## config.mk

```make
export PLATFORM = sky130hd
export DESIGN_NAME = adder
export DESIGN_NICKNAME = d
export VERILOG_FILES = /design/src/rtl/adder.sv
export SDC_FILE = /design/constraint.sdc
export NUM_CORES = 1
export LEC_CHECK = 0
export CAP_MARGIN = 20
export CORE_AREA = 5 5 42 44
export CTS_CLUSTER_DIAMETER = 200
export CTS_CLUSTER_SIZE = 8
export DETAILED_ROUTE_END_ITERATION = 10
export DIE_AREA = 0 0 47 49
export DONT_BUFFER_PORTS = 1
export GPL_TIMING_DRIVEN = 0
export PLACE_DENSITY = 0.67
export SYNTH_ARGS = -nofsm -noshare
export SYNTH_HDL_FRONTEND = slang
export SYNTH_SLANG_ARGS = --single-unit
```

## constraint.sdc

```tcl
create_clock -name clk -period 4.55 [get_ports clk]
set_clock_uncertainty 0.05 [all_clocks]
set_input_delay 0.91 -clock clk [delete_from_list [all_inputs] [get_ports clk]]
set_output_delay 0.91 -clock clk [all_outputs]
set_load 0.005 [all_outputs]
```

## src/rtl/adder.sv

```systemverilog
// adder: unsigned IN_W-bit adder whose carry-kept sum runs through a clock-enabled pipeline of LATENCY flops.
// rst_n is a synchronous active-high reset; out is driven directly by the last flop.
module adder #(
    parameter int IN_W    = 7,
    parameter int LATENCY = 1
) (
    input  logic            clk,
    input  logic            rst_n,
    input  logic [IN_W-1:0] in_a,
    input  logic [IN_W-1:0] in_b,
    input  logic            enable,
    output logic [IN_W:0]   out
);
    logic [IN_W:0] sum;
    logic [IN_W:0] stage [LATENCY];

    assign sum = {1'b0, in_a} + {1'b0, in_b};

    // Reset beats enable; enable=0 freezes every stage at once.
    always_ff @(posedge clk) begin
        if (rst_n) begin
            for (int k = 0; k < LATENCY; k++) stage[k] <= '0;
        end else if (enable) begin
            stage[0] <= sum;
            for (int k = 1; k < LATENCY; k++) stage[k] <= stage[k-1];
        end
    end

    assign out = stage[LATENCY-1];
endmodule

```

==> summary.md <==
| Metric | Value |
|---|---|
| Unrepaired setup endpoints after global routing | no |
| List of most frequent post-synthesis cells | 8 x edfxtp_1, 8 x inv_1, 7 x ha_1, 5 x nor2_1, 3 x a211oi_1 |
| Net count, final | 86 |
| Worst setup path start | in_a[0] |
| Post-synth net total | between 80 and 90 |
| Vias in the first global route | just under 400 |
| CTS tree | built |
| Asr flop ratio synth | 0% |
| Drt total wl | 1028 um |
| Reg power frac | approximately half |
| Router iterations before antenna repair | 4 |
| WP data required | 4.48 ns |
| Aggregate global-route resource usage | 10.09% |
| Final setup viols | 0 |
| Post-route antenna net violation count | 0 |
| Top cell type's share of synthesized area | 39.83% |
| Port buffer count | 0 |
| Critical Path Fanout Max | 3 |
| Global-route wire length before repair | between 1500 and 2000 um |
| GP Congestion | 0.7191 |
| TritonCTS Buffers | 3 |
| Placed cells | 72 |
| P&R area growth vs syn | 7.054% |
| Cts repair resizes | 0 |
| Io pins | 25 |
| Combinational share of power | 21.3% |
| Final hold viol count | 0 |
| # diodes | 0 |
| Number of enable flip-flop cells after synthesis | 8 |
| Via count | 434 |
| DRC Markers | 0 |
| HPWL Detailed | 843.3 um |
| Setup bufs post-CTS | 0 |
| Min Tclk post-route | 2.255 ns |
| Total of max-cap violations | 0 |
| Full die area | 2303 um^2 |
| Share of cells above drive strength 1 | 13.56% |
| Post-synthesis cell area | 603.1 um^2 |
| Vert. Die Dim | 49 um |
| Clock share of power | 28.6% |
| Post-synth cell types | 25 |
| Setup crit end kind | flop |
| Fin cells | 75 |
| Synth area leader | edfxtp_1 |
| H-Tree Depth | 1 |
| Fmax | 443.5 MHz |
| Setup TNS | 0 ns |
| Largest net degree at the start of global routing | 11 |
| Initial core utilization | 43.04% |
| Clk buf depth | 2 |
| Syn Inst Count | 56 |
| Die width | 47 um |
| Peak supply drop | 87.77 uV |
| Rel. slew slack | 79.44% |
| Top flop regs | stage x8 |
| Pwr dens | 289.3 nW/um^2 |
| Worst Path Arrival | 2.18 ns |
| Least-Margin Pin Slew | 0.3046 ns |
| Synth area leaders | edfxtp_1 40%, ha_1 15%, inv_1 5.0% |
| Max reg flops | 8 |
| Critical path startpoint category | input port |
| Initial antenna violation count | 0 |
| Switch share | 25.60% |
| P_sw | 0.04781 mW |
| Yosys reg bits | 8 |
| Total gr overflow | 0 |
| Status | finished, final reports clean |
| Worst min-delay path category | in2reg |
| Static Leak | roughly 0.27 nW |
| Hold Crit Start | in_b[0] |
| Seq/Total Area, Yosys | between 30 and 40% |
| Final period utilization | between 40% and 50% |
| Row count | 14 |
| Yosys warns | 0 |
| Setup CP Type | in2reg |
| Top_reg_cell synth | edfxtp_1 |
| Routed length per placed instance | 13.71 um |
| Hold Buf Count CTS | 0 |
| Root Buffer Master | clkbuf_4 |
| # clock sinks | 8 |
| Pint | 0.1390 mW |
| Fin. max-slew vios | 0 |
| Via-to-Cell Ratio | 5.787 |
| Core area | ~1400 um^2 |
| Synth Area per Inst | roughly 11 um^2 |
| Clock transition at path regs | 0.05 ns |
| Initial drt markers | 6 |
| Top reg by flops | stage |
-- power by group through the flow --
stage                     Clock [mW]  Combinational [mW]  Sequential, mW
after floorplan                    0              0.0336          0.0943
after global placement             0              0.0392          0.0952
after detailed placement           0              0.0397          0.0956
after CTS                     0.0549              0.0400          0.0941
after global routing          0.0591              0.0446          0.0949
final                         0.0535              0.0397          0.0936
-- kinds of logic after synthesis --
group,synth area share [%]
AO/OA/AOI/OAI,19.50
adder cells (fa/ha/maj),17.84
buffers and inverters,6.847
flip-flops,39.83
multiplexers,1.660
AND/OR/NAND/NOR,14.32
-- critical path, cell delays in order --
cell and delay (ns):
ha_1 0.18, inv_1 0.07, fa_1 0.41, nor2b_4 0.14
o31a_2 0.15, mux2i_1 0.17, o311ai_0 0.14
-- cell type report --
cell class | instances | area, um^2
well taps | 16 | 20.02
clock buffers | 3 | 22.52
fillers | 137 | 755.7
inverters | 8 | 30.03
flip-flops and latches | 8 | 240.2
plain buffers | 1 | 11.26
multi-input cells | 39 | 321.6
-- worst paths after layout --
check / depth (start not counted) / end
worst max-delay path: 7 / stage[0][6]
worst min-delay path: 3 / stage[0][0]
-- metrics by stage --
step	instance area (um^2)	worst slack, ns	power [mW]	util (%)	hold slack [ns]
after global routing	645.6	2.207	0.1986	46.07	0.9567
after CTS	645.6	2.300	0.1889	46.07	0.9449
after global placement	623.1	2.048	0.1344	44.46	1.180
final	645.6	2.295	0.1868	46.07	0.9452
after detailed placement	623.1	2.032	0.1353	44.46	1.183
after floorplan	603.1	2.153	0.1279	-	1.173
-- cell usage in the layout, fill, tap and decap left out, drive strengths merged --
cell type  count
nor3           2
o21ai          2
ha             7
a211o          1
clkbuf         3
inv            8
nor2b          2
nor3b          1
fa             1
a21oi          3
or2            1
o21a           2
nand2b         1
nor2           5
o311ai         1
o211ai         1
edfxtp         8
o31a           2
buf            1
a211oi         3
a21o           1
nor4b          2
mux2i          1
-- routing by layer --
layer / share of wire, % / global-route usage (%)
met1: 46 / 11.51
met2: 47 / 14.71
met3: 4.9 / 2.952
met4: 2.6 / 8.295
met5: 0 / 0
Note: power is estimated with default switching activity, not from simulation.
